--- src/rtl/dut.sv ---
// FIX 4.4 session endpoint: byte-serial receive parser, session FSM and 27-byte message transmitter.
// Optional macro FIX_CHECKSUM_EN: field 10 carries the real checksum; otherwise it is the constant "000".
module dut (
    input  logic       clk,
    input  logic       reset,
    input  logic       enable,
    input  logic       start,
    input  logic       configure,
    input  logic [7:0] din,
    output logic [7:0] dout,
    output logic       valid
);
    // valid is a pure strobe with no ready: a byte is transferred on every cycle valid=1,
    // a message is 27 consecutive valid cycles, and dout is 0x00 whenever valid=0.

    typedef enum logic [1:0] {IDLE, LOGON_SENT, ACTIVE} session_e;
    typedef enum logic {TX_IDLE, TX_BUSY} tx_e;
    typedef struct packed {
        session_e session;
        tx_e      tx;
    } fsm_state_t;

    localparam logic [4:0] MSG_LEN  = 5'd27;
    localparam logic [4:0] SUM_LAST = 5'd19;
    localparam logic [7:0] SEMI     = 8'h3B;
    localparam logic [7:0] EQ       = 8'h3D;

    fsm_state_t st;
    session_e   session_nxt;
    tx_e        tx_nxt;
    logic       configured, cfg_nxt;

    logic       trig;
    logic [7:0] trig_type;

    logic [4:0] tx_idx, idx_nxt;
    logic [7:0] tx_type, type_nxt;
    logic       pend_v, pend_v_nxt;
    logic [7:0] pend_type, pend_type_nxt;
    logic       tx_done, load_pend, load_trig, store_trig;
    logic       emit;
    logic [4:0] emit_idx;
    logic [7:0] emit_type;
    logic [7:0] dout_nxt;
    logic [7:0] c2, c1, c0;

    logic       rx_in_val, first_val, tag_bad, have_type;
    logic [9:0] tag_q;
    logic [7:0] msg_type;
    logic       is_digit, rx_complete, rx_msg;
    logic [13:0] tag_calc;
    logic [9:0] tag_sat;

    function automatic logic [7:0] msg_byte(input logic [4:0] idx, input logic [7:0] t,
                                            input logic [7:0] d2, input logic [7:0] d1,
                                            input logic [7:0] d0);
        case (idx)
            5'd0:    msg_byte = "8";
            5'd1:    msg_byte = "=";
            5'd2:    msg_byte = "F";
            5'd3:    msg_byte = "I";
            5'd4:    msg_byte = "X";
            5'd5:    msg_byte = ".";
            5'd6:    msg_byte = "4";
            5'd7:    msg_byte = ".";
            5'd8:    msg_byte = "4";
            5'd9:    msg_byte = ";";
            5'd10:   msg_byte = "9";
            5'd11:   msg_byte = "=";
            5'd12:   msg_byte = "0";
            5'd13:   msg_byte = "5";
            5'd14:   msg_byte = ";";
            5'd15:   msg_byte = "3";
            5'd16:   msg_byte = "5";
            5'd17:   msg_byte = "=";
            5'd18:   msg_byte = t;
            5'd19:   msg_byte = ";";
            5'd20:   msg_byte = "1";
            5'd21:   msg_byte = "0";
            5'd22:   msg_byte = "=";
            5'd23:   msg_byte = d2;
            5'd24:   msg_byte = d1;
            5'd25:   msg_byte = d0;
            5'd26:   msg_byte = ";";
            default: msg_byte = 8'h00;
        endcase
    endfunction

    // ---------------- receive parser ----------------
    assign is_digit    = (din >= 8'h30) && (din <= 8'h39);
    assign tag_calc    = ({4'd0, tag_q} * 14'd10) + {10'd0, din[3:0]};
    assign tag_sat     = (tag_calc > 14'd999) ? 10'd999 : tag_calc[9:0];
    assign rx_complete = enable && rx_in_val && (din == SEMI) && !tag_bad && (tag_q == 10'd10);
    assign rx_msg      = rx_complete && have_type;

    always_ff @(posedge clk) begin
        if (reset || rx_complete) begin
            rx_in_val <= 1'b0;
            first_val <= 1'b0;
            tag_bad   <= 1'b0;
            tag_q     <= 10'd0;
            have_type <= 1'b0;
            msg_type  <= 8'h00;
        end else if (enable) begin
            if (!rx_in_val) begin
                if (din == EQ) begin
                    rx_in_val <= 1'b1;
                    first_val <= 1'b1;
                end else if (din == SEMI) begin
                    tag_q   <= 10'd0;
                    tag_bad <= 1'b0;
                end else if (is_digit) begin
                    tag_q <= tag_sat;
                end else begin
                    tag_bad <= 1'b1;
                end
            end else if (din == SEMI) begin
                rx_in_val <= 1'b0;
                first_val <= 1'b0;
                tag_q     <= 10'd0;
                tag_bad   <= 1'b0;
            end else begin
                first_val <= 1'b0;
                if (first_val && !tag_bad && (tag_q == 10'd35)) begin
                    msg_type  <= din;
                    have_type <= 1'b1;
                end
            end
        end
    end

    // ---------------- session FSM ----------------
    assign tx_done = (st.tx == TX_BUSY) && (tx_idx == MSG_LEN);

    always_comb begin
        session_nxt = st.session;
        cfg_nxt     = configured;
        trig        = 1'b0;
        trig_type   = 8'h00;
        case (st.session)
            IDLE: begin
                if (configure) cfg_nxt = 1'b1;
                if (start && configured) begin
                    trig        = 1'b1;
                    trig_type   = "A";
                    session_nxt = LOGON_SENT;
                end
            end
            LOGON_SENT: begin
                if (rx_msg && (msg_type == "A")) session_nxt = ACTIVE;
                else if (rx_msg && (msg_type == "5")) session_nxt = IDLE;
            end
            ACTIVE: begin
                if (rx_msg && (msg_type == "1")) begin
                    trig      = 1'b1;
                    trig_type = "0";
                end else if (rx_msg && (msg_type == "5")) begin
                    trig      = 1'b1;
                    trig_type = "5";
                end
                // Only Logout messages carry type '5', so its last byte closes the session.
                if (tx_done && (tx_type == "5")) session_nxt = IDLE;
            end
            default: session_nxt = IDLE;
        endcase
    end

    // ---------------- transmitter ----------------
    always_comb begin
        load_pend     = tx_done && pend_v;
        load_trig     = trig && ((st.tx == TX_IDLE) || (tx_done && !pend_v));
        store_trig    = trig && !load_trig && (!pend_v || load_pend);
        tx_nxt        = st.tx;
        idx_nxt       = tx_idx;
        type_nxt      = tx_type;
        pend_v_nxt    = pend_v;
        pend_type_nxt = pend_type;
        emit          = 1'b0;
        emit_idx      = tx_idx;
        emit_type     = tx_type;
        if (load_pend || load_trig) begin
            emit      = 1'b1;
            emit_idx  = 5'd0;
            emit_type = load_pend ? pend_type : trig_type;
            tx_nxt    = TX_BUSY;
            idx_nxt   = 5'd1;
            type_nxt  = emit_type;
            if (load_pend) pend_v_nxt = 1'b0;
        end else if ((st.tx == TX_BUSY) && !tx_done) begin
            emit    = 1'b1;
            idx_nxt = tx_idx + 5'd1;
        end else if (tx_done) begin
            tx_nxt  = TX_IDLE;
            idx_nxt = 5'd0;
        end
        if (store_trig) begin
            pend_v_nxt    = 1'b1;
            pend_type_nxt = trig_type;
        end
        dout_nxt = emit ? msg_byte(emit_idx, emit_type, c2, c1, c0) : 8'h00;
    end

`ifdef FIX_CHECKSUM_EN
    logic [7:0] chk_q;

    // Running sum of bytes 0..19; settled well before the digits go out at bytes 23..25.
    always_ff @(posedge clk) begin
        if (reset) chk_q <= 8'h00;
        else if (emit && (emit_idx == 5'd0)) chk_q <= dout_nxt;
        else if (emit && (emit_idx <= SUM_LAST)) chk_q <= chk_q + dout_nxt;
    end

    always_comb begin
        c2 = 8'h30 + (chk_q / 8'd100);
        c1 = 8'h30 + ((chk_q / 8'd10) % 8'd10);
        c0 = 8'h30 + (chk_q % 8'd10);
    end
`else
    always_comb begin
        c2 = 8'h30;
        c1 = 8'h30;
        c0 = 8'h30;
    end
`endif

    always_ff @(posedge clk) begin
        if (reset) begin
            st         <= '{session: IDLE, tx: TX_IDLE};
            configured <= 1'b0;
            tx_idx     <= 5'd0;
            tx_type    <= 8'h00;
            pend_v     <= 1'b0;
            pend_type  <= 8'h00;
            dout       <= 8'h00;
            valid      <= 1'b0;
        end else begin
            st         <= '{session: session_nxt, tx: tx_nxt};
            configured <= cfg_nxt;
            tx_idx     <= idx_nxt;
            tx_type    <= type_nxt;
            pend_v     <= pend_v_nxt;
            pend_type  <= pend_type_nxt;
            dout       <= dout_nxt;
            valid      <= emit;
        end
    end

endmodule

--- config.mk ---
export PLATFORM = sky130hd
export DESIGN_NAME = dut
export DESIGN_NICKNAME = d
export VERILOG_FILES = /design/src/rtl/dut.sv
export SDC_FILE = /design/constraint.sdc
export NUM_CORES = 1
export LEC_CHECK = 0
export ABC_AREA = 0
export CAP_MARGIN = 20
export CORE_AREA = 2 2 76 78
export DETAILED_ROUTE_END_ITERATION = 10
export DIE_AREA = 0 0 78 80
export PLACE_DENSITY = 0.81
export SYNTH_ARGS = -nofsm -noshare
export SYNTH_HDL_FRONTEND = slang
export SYNTH_SLANG_ARGS = --single-unit
--- constraint.sdc ---
create_clock -name clk -period 5.3 [get_ports clk]
set_input_delay 1.325 -clock clk [delete_from_list [all_inputs] [get_ports clk]]
set_output_delay 1.325 -clock clk [all_outputs]
set_load 0.02 [all_outputs]
### Word-level counts from Yosys, hierarchy flattened

Index checks and enable logic that the tools add are counted.

* reductions and logical operators: 53
* mux-type cells: 44
* multiply operators: 1
* magnitude comparators: 3
* bitwise operators: 3
* $add $sub $neg: 2
* equal/unequal tests: 44

Operators by type and width (number)
* 8-bit case mux with 14 select lines: 1
* 5-bit == test, second input constant: 12
* 10-bit two-way mux: 6
* 5-bit by 4-bit == test with 1-bit output, second input constant: 8
* 8-bit by 6-bit == test with 1-bit output, second input constant: 5
* 1-bit two-way mux: 22
* 5-bit by 3-bit == test with 1-bit output, second input constant: 4
* 1-bit logical AND: 20
* 8-bit two-way mux: 2
* 5-bit two-way mux: 3
* 14-bit by 4-bit adder with 14-bit output: 1
* 14-bit by 10-bit > comparator with 1-bit output, second input constant: 1
* 7-bit case mux with 2 select lines: 1
* 10-bit by 3-bit multiplier with 13-bit output, second input constant: 1
* 6-bit two-way mux: 2
* 4-bit AND reduction: 3
* 2-bit nonzero test: 6
* 10-bit by 4-bit == test with 1-bit output, second input constant: 1
* 10-bit by 6-bit == test with 1-bit output, second input constant: 1
* 5-bit by 2-bit == test with 1-bit output, second input constant: 2
* 2-bit OR reduction: 5
* 8-bit by 7-bit == test with 1-bit output, second input constant: 1
* 8-bit by 6-bit greater-or-equal comparator with 1-bit output, second input constant: 1
* 8-bit by 6-bit <= comparator with 1-bit output, second input constant: 1
* other kinds (21): 40

* bits of input ports: 13
* logic and storage cells: 166
* bits in registers: 57

### Depth between registers and ports, before layout

Gate-level depths: netlist (run 1).

* word-level depth: 15
* gate-level depth with buffers: 12

### Worst setup path after synthesis (run 1)

Ideal clock, no wire load.

* path type: in2reg
* from: in din[1]
* to: reg tag_q[5]
* stages on the path: 8
* required time: 5.178 ns
* setup slack: 2.051 ns
* setup time: 0.122 ns
* arrival time: 3.127 ns
* buffers on the path: 0
* path through: ha_1 > fa_1 > a21oi_1 > nor2_1 > nand4b_1 > mux2_2 > o31ai_1 > a21oi_1

* cells in the longest elaborated chain, start to end: 7

RTL lines
* start, declared: line 9 `input logic [7:0] din,`
* 14-bit by 4-bit adder with 14-bit output: line 91 `assign tag_calc = ({4'd0, tag_q} * 14'd10) + {10'd0, din[3:0]};`
* 14-bit by 10-bit > comparator with 1-bit output: line 92 `assign tag_sat = (tag_calc > 14'd999) ? 10'd999 : tag_calc[9:0];`
* 10-bit two-way mux: line 92
* 10-bit two-way mux: line 112 `end else if (is_digit) begin`
* 10-bit two-way mux: line 109 `end else if (din == SEMI) begin`
* 10-bit two-way mux: line 106 `if (din == EQ) begin`
* 10-bit two-way mux: line 105 `if (!rx_in_val) begin`
* end signal, assigned: line 113 `tag_q <= tag_sat;`
* end, declared: line 48 `logic [9:0] tag_q;`

Parallel ways exist; a longest one is shown, timed or not. The select of a mux whose other input is x is not followed.
A chain may end at the register's enable or synchronous reset.

### Final worst setup path (run 1)

* from: in din[1]
* to: reg tag_q[7]

The elaborated chain is that of the path after synthesis.

==> out/metrics.csv, run 1 <==
stage;metric;value;unit
sta;finalSetupViolations;0;
detailed_routing;vias;2916;
cts;cts_setup_buffers;0;
cts;clk_pin_slew;0.09;ns
sta;tightest_slew;0.8093;ns
yosys;synth.distinct_cells;67;
cts;postCtsHoldBufs;0;
yosys;yosys.area_share.xor_xnor;3.487;%
yosys;synthSimpleGateAreaFrac;26.13;%
sta;maxSlewViolCount;0;
floorplanning;pin_count;22;
yosys;synth_fp_nets;424;
detailed_routing;routed_wl;7.039;mm
yosys;synthFlopType;dfxtp_1;
final_layout;diodes;0;
detailed_routing;drc_errors;0;
run_status;outcome;complete, no violations;
final_layout;regArea;0.001061;mm2
detailed_routing;ant_nets;0;
setup_path;reg2reg_from;tag_q[1]$_SDFFE_PP0P_;
global_routing;track_usage;23.80;%
pwr;powerDensity;207.6;mW/mm2
yosys;yosys_warnings;0;
sta;final_hold_viol_count;0;
yosys;synth_top_area_share;32.49;%
final_layout;fin_nets;437;
global_routing;grt-ovfl-total;0;
job;drv_cap;0;
min_path;hold_class;register to register;
cts;cts_resized;0;
final_layout;final_area;0.003623;mm2
yosys;synth.largest_area_cell;dfxtp_1;
yosys;synth_mux_area_share;4.023;%
setup_path;cp-end-kind;register;
placement;place.gp.congestion;0.9154;
cts;cts_num_sinks;53;
floorplanning;start_util;60.42;%
pwr;ir_drop;0.1624;mV
setup_path;cp.buffers_inverters;1;
floorplanning;dieWidth;78;um
setup_path;crit_type;primary input to register;
yosys;synth.area.top_cells;dfxtp_1 (32%), ha_1 (7.7%), nor2_1 (6.1%);
yosys;synth_edf_count;0;
global_routing;grt_max_degree;27;
placement;dpl.hpwl;5.272;mm
pwr;leakagePower;1.347;nW
sta;max_freq;267.8;MHz
min_path;worstHoldStart;pend_type[5]$_SDFFE_PP0P_;
floorplanning;coreArea;0.005405;mm2
detailed_routing;first_pass_iters;4;
sta;rsz0062_at_grt;no;
final_layout;drive_gt1_share;4.726;%
detailed_routing;viasPerCell;6.152;
sta;fin_crit_sh;70.46;%
sta;period_needed;3.734;ns
yosys;synthesis.area;0.003266;mm2
setup_path;worst_setup_path_start_kind;primary input;
yosys;ys_seq_area_share;32.49;%
cts;htree_levels;2;
sta;fin_tns_setup;0;ns
final_layout;syn2layout_area_growth;10.96;%
cts;clock-root-buffer;clkbuf_8;
floorplanning;rows;27;
setup_path;critical_path.max_fanout;7;
detailed_routing;wl_per_cell;14.85;um
cts;clock_latency;0.30;ns
global_routing;grt_pass1_vias;2783;
global_routing;grt_pass1_wl;12.14;mm
yosys;synth_seq_cells;53;
cts;clockBufferDepth;2;
floorplanning;die_h;80;um
placement;placed_cell_area;0.003516;mm2
sta;max_slew_margin;45.63;%
yosys;yosys-top-cells-count;dfxtp_1 (53), nor2_1 (53), a21oi_1 (32);
setup_path;worstPathArrival;3.92;ns
final_layout;fillers;483;
yosys;synthAdderAreaFrac;8.889;%
cts;cts_tree;yes;
floorplanning;dieArea;0.006240;mm2
yosys;async_flop_share;0;%
setup_path;startpoint;din[1];
sta;fin_skew;0.007833;ns
global_routing;antenna_found_initial;0;
yosys;synth_top_family_by_area;simple AND/OR/NAND/NOR gates;
setup_path;worst_ep_required_time;5.48;ns
detailed_routing;first_iter_violations;108;
yosys;synth_compound_gate_area_share;21.72;%
setup_path;path_cells;clkdlybuf4s50_1 -> ha_1 -> fa_1 -> a21oi_1 -> nor2_1 -> nand4b_1 -> mux2_2 -> o31ai_1 -> a21oi_1;
final_layout;multi_input_area;0.002098;mm2
setup_path;cpMaxStageDelayCell;clkdlybuf4s50_1;
setup_path;crit_top_cell;a21oi_1;
setup_path;max_stage_delay;0.53;ns
yosys;syn_avg_cell_area;8.395;um2
setup_path;crit_family;compound AO/OA/AOI/OAI gates;
placement;numPortBuffers;21;
cts;numCtsBuffers;5;
yosys;synth_cells;389;
[flip-flops by register name, summed over array words and instances (netlist names)]
name and cells:
first_val 1, rx_in_val 1, tag_bad 1, tag_q 10
pend_v 1, valid 1, dout 8, have_type 1
tx_idx 5, st 3, msg_type 8, pend_type 4
configured 1, tx_type 8
[logic make-up after synthesis]
kind of cell / Yosys count
buffers and inverters: 28
xor gates and xnor gates: 13
DFF: 53
muxes: 13
adders and majority gates: 22
AOI/OAI and AO/OA: 105
and+or+nand+nor: 155
[metal layers]
layer  up-vias  GRT usage, %  wire length, um
met5         -             0                0
met4         0         7.544               61
met3         8         3.167              246
met2        75         43.28             3540
met1      1385         29.05             3191
li1       1448             -                -
[worst paths after layout]
| kind | slack (ns) | end | cells after the start |
|---|---|---|---|
| worst max-delay path | 1.57 | tag_q[7]$_SDFFE_PP0P_ | 9 |
| worst min register to register | 0.47 | pend_type[5]$_SDFFE_PP0P_ | 2 |
| worst max register to register | 2.02 | tag_q[7]$_SDFFE_PP0P_ | 10 |
| worst min-delay path | 0.47 | pend_type[5]$_SDFFE_PP0P_ | 2 |
[tightest hold or removal path, cell delays in order (launching register included)]
cell and delay [ns]:
dfxtp_1 0.33, inv_1 0.05, a211oi_1 0.05
[stage by stage]
step,total power [mW],worst slack (ns),hold WS (ns),util (%),std cells
5_1_grt,0.7846,1.397,0.5041,67.04,474
3_5_place_dp,0.4923,1.288,0.4614,65.05,467
4_1_cts,0.7621,1.610,0.4777,67.04,474
2_1_floorplan,0.4637,2.051,0.4305,-,389
3_3_place_gp,0.4907,1.366,0.4540,65.05,467
6_report,0.7522,1.566,0.4738,67.04,474
[power by group]
group	switching, mW	leakage, nW	internal, mW
combinational	0.0379	0.863	0.0303
clock	0.129	0.0546	0.140
sequential	0.00918	0.429	0.406
total	0.176	1.35	0.576
[layout make-up]
class	instances	area share, %
clock buffers	5	1.899
clock inverters	2	1.070
inverters	11	1.140
multi-input cells	308	57.91
flip-flops and latches	53	29.28
well taps	72	2.486
repair buffers	23	6.215
[cell usage in the layout, fill, tap and decap left out, drive strengths merged, types with 3 or more instances in the layout]
cell type / instances
nor2b: 5
nor4b: 4
and2: 6
dfxtp: 53
nand3: 5
nand2b: 6
o21ai: 18
o211ai: 3
nand2: 21
nand4: 3
a31oi: 3
o31ai: 4
nor2: 54
clkbuf: 5
xnor2: 9
nand3b: 3
o21a: 5
nand4b: 6
or2: 3
mux2i: 12
a211oi: 9
nor4: 4
o22ai: 3
a311oi: 3
xor2: 4
and3: 5
or3: 5
nor3: 15
ha: 20
clkdlybuf4s50: 21
a21o: 4
a21oi: 32
nor3b: 3
inv: 12
a221oi: 4
(Power assumes the default switching activity.)
==> run 2, diff against run 1 <==
--- a/config.mk
+++ b/config.mk
@@ -7,10 +7,10 @@
 export LEC_CHECK = 0
 export ABC_AREA = 0
 export CAP_MARGIN = 20
-export CORE_AREA = 2 2 76 78
+export CORE_AREA = 2 2 82 84
 export DETAILED_ROUTE_END_ITERATION = 10
-export DIE_AREA = 0 0 78 80
-export PLACE_DENSITY = 0.81
+export DIE_AREA = 0 0 84 86
+export PLACE_DENSITY = 0.74
 export SYNTH_ARGS = -nofsm -noshare
 export SYNTH_HDL_FRONTEND = slang
 export SYNTH_SLANG_ARGS = --single-unit
==> constraint.sdc (replaced) <==
create_clock -name clk -period 3 [get_ports clk]
set_input_delay 0.75 -clock clk [delete_from_list [all_inputs] [get_ports clk]]
set_output_delay 0.75 -clock clk [all_outputs]
set_load 0.02 [all_outputs]
==> out/metrics.csv, run 2 (synthesized netlist as in run 1, its figures left out) <==
stage;metric;value;unit
sta;tightest_slew;0.5661;ns
sta;fin_skew;0.005648;ns
cts;clk_pin_slew;0.10;ns
placement;numPortBuffers;21;
sta;max_freq;333.6;MHz
sta;finalSetupViolations;0;
detailed_routing;ant_nets;0;
sta;fin_crit_sh;99.92;%
floorplanning;coreArea;0.006277;mm2
floorplanning;pin_count;22;
detailed_routing;first_iter_violations;224;
placement;place_ws;-0.2088;ns
pwr;powerDensity;334.2;mW/mm2
final_layout;stdcell_count;521;
detailed_routing;wl_per_cell;15.28;um
pwr;leakagePower;1.541;nW
final_layout;layout_common_cells;nor2_1 (52), dfxtp_1 (49), buf_4 (43), a21oi_1 (31);
placement;dpl.hpwl;5.828;mm
setup_path;crit_type;register to register;
sta;fin_tns_setup;0;ns
detailed_routing;viasPerCell;6.054;
setup_path;worstPathArrival;3.21;ns
detailed_routing;routed_wl;7.963;mm
setup_path;reg2reg_from;tag_q[3]$_SDFFE_PP0P_;
detailed_routing;first_pass_iters;5;
global_routing;antenna_found_initial;0;
cts;clockBufferDepth;2;
setup_path;worst_ep_required_time;3.21;ns
min_path;worstHoldStart;have_type$_SDFFE_PP0P_;
global_routing;track_usage;21.73;%
placement;placedCellCount;511;
sta;final_hold_viol_count;0;
cts;postCtsHoldBufs;0;
final_layout;post-route-util;64.84;%
setup_path;r2r_cells;12;
global_routing;grt_pass1_wl;13.12;mm
floorplanning;die_h;86;um
cts;clock-root-buffer;clkbuf_8;
floorplanning;dieWidth;84;um
setup_path;worst_setup_path_start_kind;register;
detailed_routing;drc_errors;0;
run_status;outcome;complete, no violations;
final_layout;drive_gt1_share;18.47;%
setup_path;rrSetupSlack;0.002;ns
final_layout;diodes;0;
setup_path;critical_path.max_fanout;5;
floorplanning;rows;29;
sta;period_needed;2.998;ns
floorplanning;dieArea;0.007224;mm2
cts;clock_latency;0.31;ns
min_path;min_to;have_type$_SDFFE_PP0P_;
min_path;hold_class;register to register;
final_layout;final_common_cell;nor2_1;
placement;place.gp.congestion;0.8717;
global_routing;grt_pass1_vias;2894;
final_layout;largest_reg_flops;10;
sta;maxSlewViolCount;0;
setup_path;cp-end-kind;register;
cts;cts_tree;yes;
setup_path;regToRegEndpoint;tag_q[7]$_SDFFE_PP0P_;
sta;hold_ws;0.4864;ns
final_layout;fin_nets;478;
global_routing;grt_max_degree;20;
final_layout;regMostFlops;tag_q;
min_path;hold_path_depth;2;
cts;cts_num_sinks;53;
cts;htree_levels;2;
job;drv_cap;0;
floorplanning;start_util;52.02;%
final_layout;syn2layout_area_growth;24.64;%
sta;fin_ws;0.002387;ns
pwr;ir_drop;0.3244;mV
cts;numCtsBuffers;5;
detailed_routing;vias;3154;
global_routing;grt-ovfl-total;0;
sta;max_slew_margin;62.21;%
sta;rsz0062_at_grt;yes;
[run 2: cell types whose count changed in the layout (fill, tap and decap cells not counted), moves of 2 or more]
| cell | delta |
|---|---|
| dfxtp_2 | +2 |
| o31ai_2 | +2 |
| xor2_1 | -2 |
| ha_1 | -3 |
| xor2_2 | +2 |
| dfxtp_1 | -4 |
| o31ai_1 | -2 |
| buf_4 | +41 |
| dfxtp_4 | +2 |
| ha_4 | +3 |
[run 2: worst max-delay path by stage]
stage	from	to	slack, ns
global route	tag_q[3]$_SDFFE_PP0P_	tag_q[7]$_SDFFE_PP0P_	-0.1
global placement	din[1]	tag_q[4]$_SDFFE_PP0P_	-0.09
finish	tag_q[3]$_SDFFE_PP0P_	tag_q[7]$_SDFFE_PP0P_	0.002
detailed placement	din[1]	tag_q[4]$_SDFFE_PP0P_	-0.21
CTS	tag_q[4]$_SDFFE_PP0P_	tag_q[0]$_SDFFE_PP0P_	0.04
floorplan	tag_q[1]$_SDFFE_PP0P_	tag_q[5]$_SDFFE_PP0P_	0.01
[run 2: area by class of cell]
class | instances | area (um2)
clock inverters | 3 | 46.29
inverters | 11 | 41.29
repair buffers | 64 | 533.0
clock buffers | 5 | 68.82
well taps | 77 | 96.34
fillers | 540 | 2207
flip-flops and latches | 53 | 1071
multi-input cells | 308 | 2213
[run 2: per-layer routing]
layer	routed length [um]	vias up	track usage (%)
li1	-	1544	-
met1	3592	1492	29.00
met2	3835	102	36.65
met3	396	16	3.080
met4	139	0	6.598
met5	0	-	0
[run 2: where the power goes]
group	leakage (nW)	internal [mW]	switching (mW)	total, mW
Clock	0.0543	0.250	0.244	0.494
Combinational	1.06	0.0630	0.0722	0.135
Sequential	0.432	0.716	0.0149	0.731
Total	1.54	1.03	0.331	1.36
[run 2: critical path: stages, from the launching register on]
cell and delay, ns:
dfxtp_4 0.37, ha_4 0.28, ha_4 0.14, inv_2 0.04, fa_2 0.36, xor2_2 0.19, or3_4 0.36, nor4_4 0.17
buf_4 0.16, nand4b_1 0.08, mux2_4 0.34, o31ai_1 0.31, a21oi_1 0.11
[run 2: what timing repair did]
action | in CTS | in global routing
gates resized for setup | 5 | 21
setup buffers | 0 | 2
pin swaps | 3 | 3
setup endpoints to repair | 8 | 10
[run 2: through the flow]
stage / total power [mW] / instance area (um2)
floorplan: 0.8193 / 3266
global placement: 0.8770 / 3815
detailed placement: 0.8807 / 3815
CTS: 1.372 / 3948
global route: 1.420 / 4070
finish: 1.360 / 4070
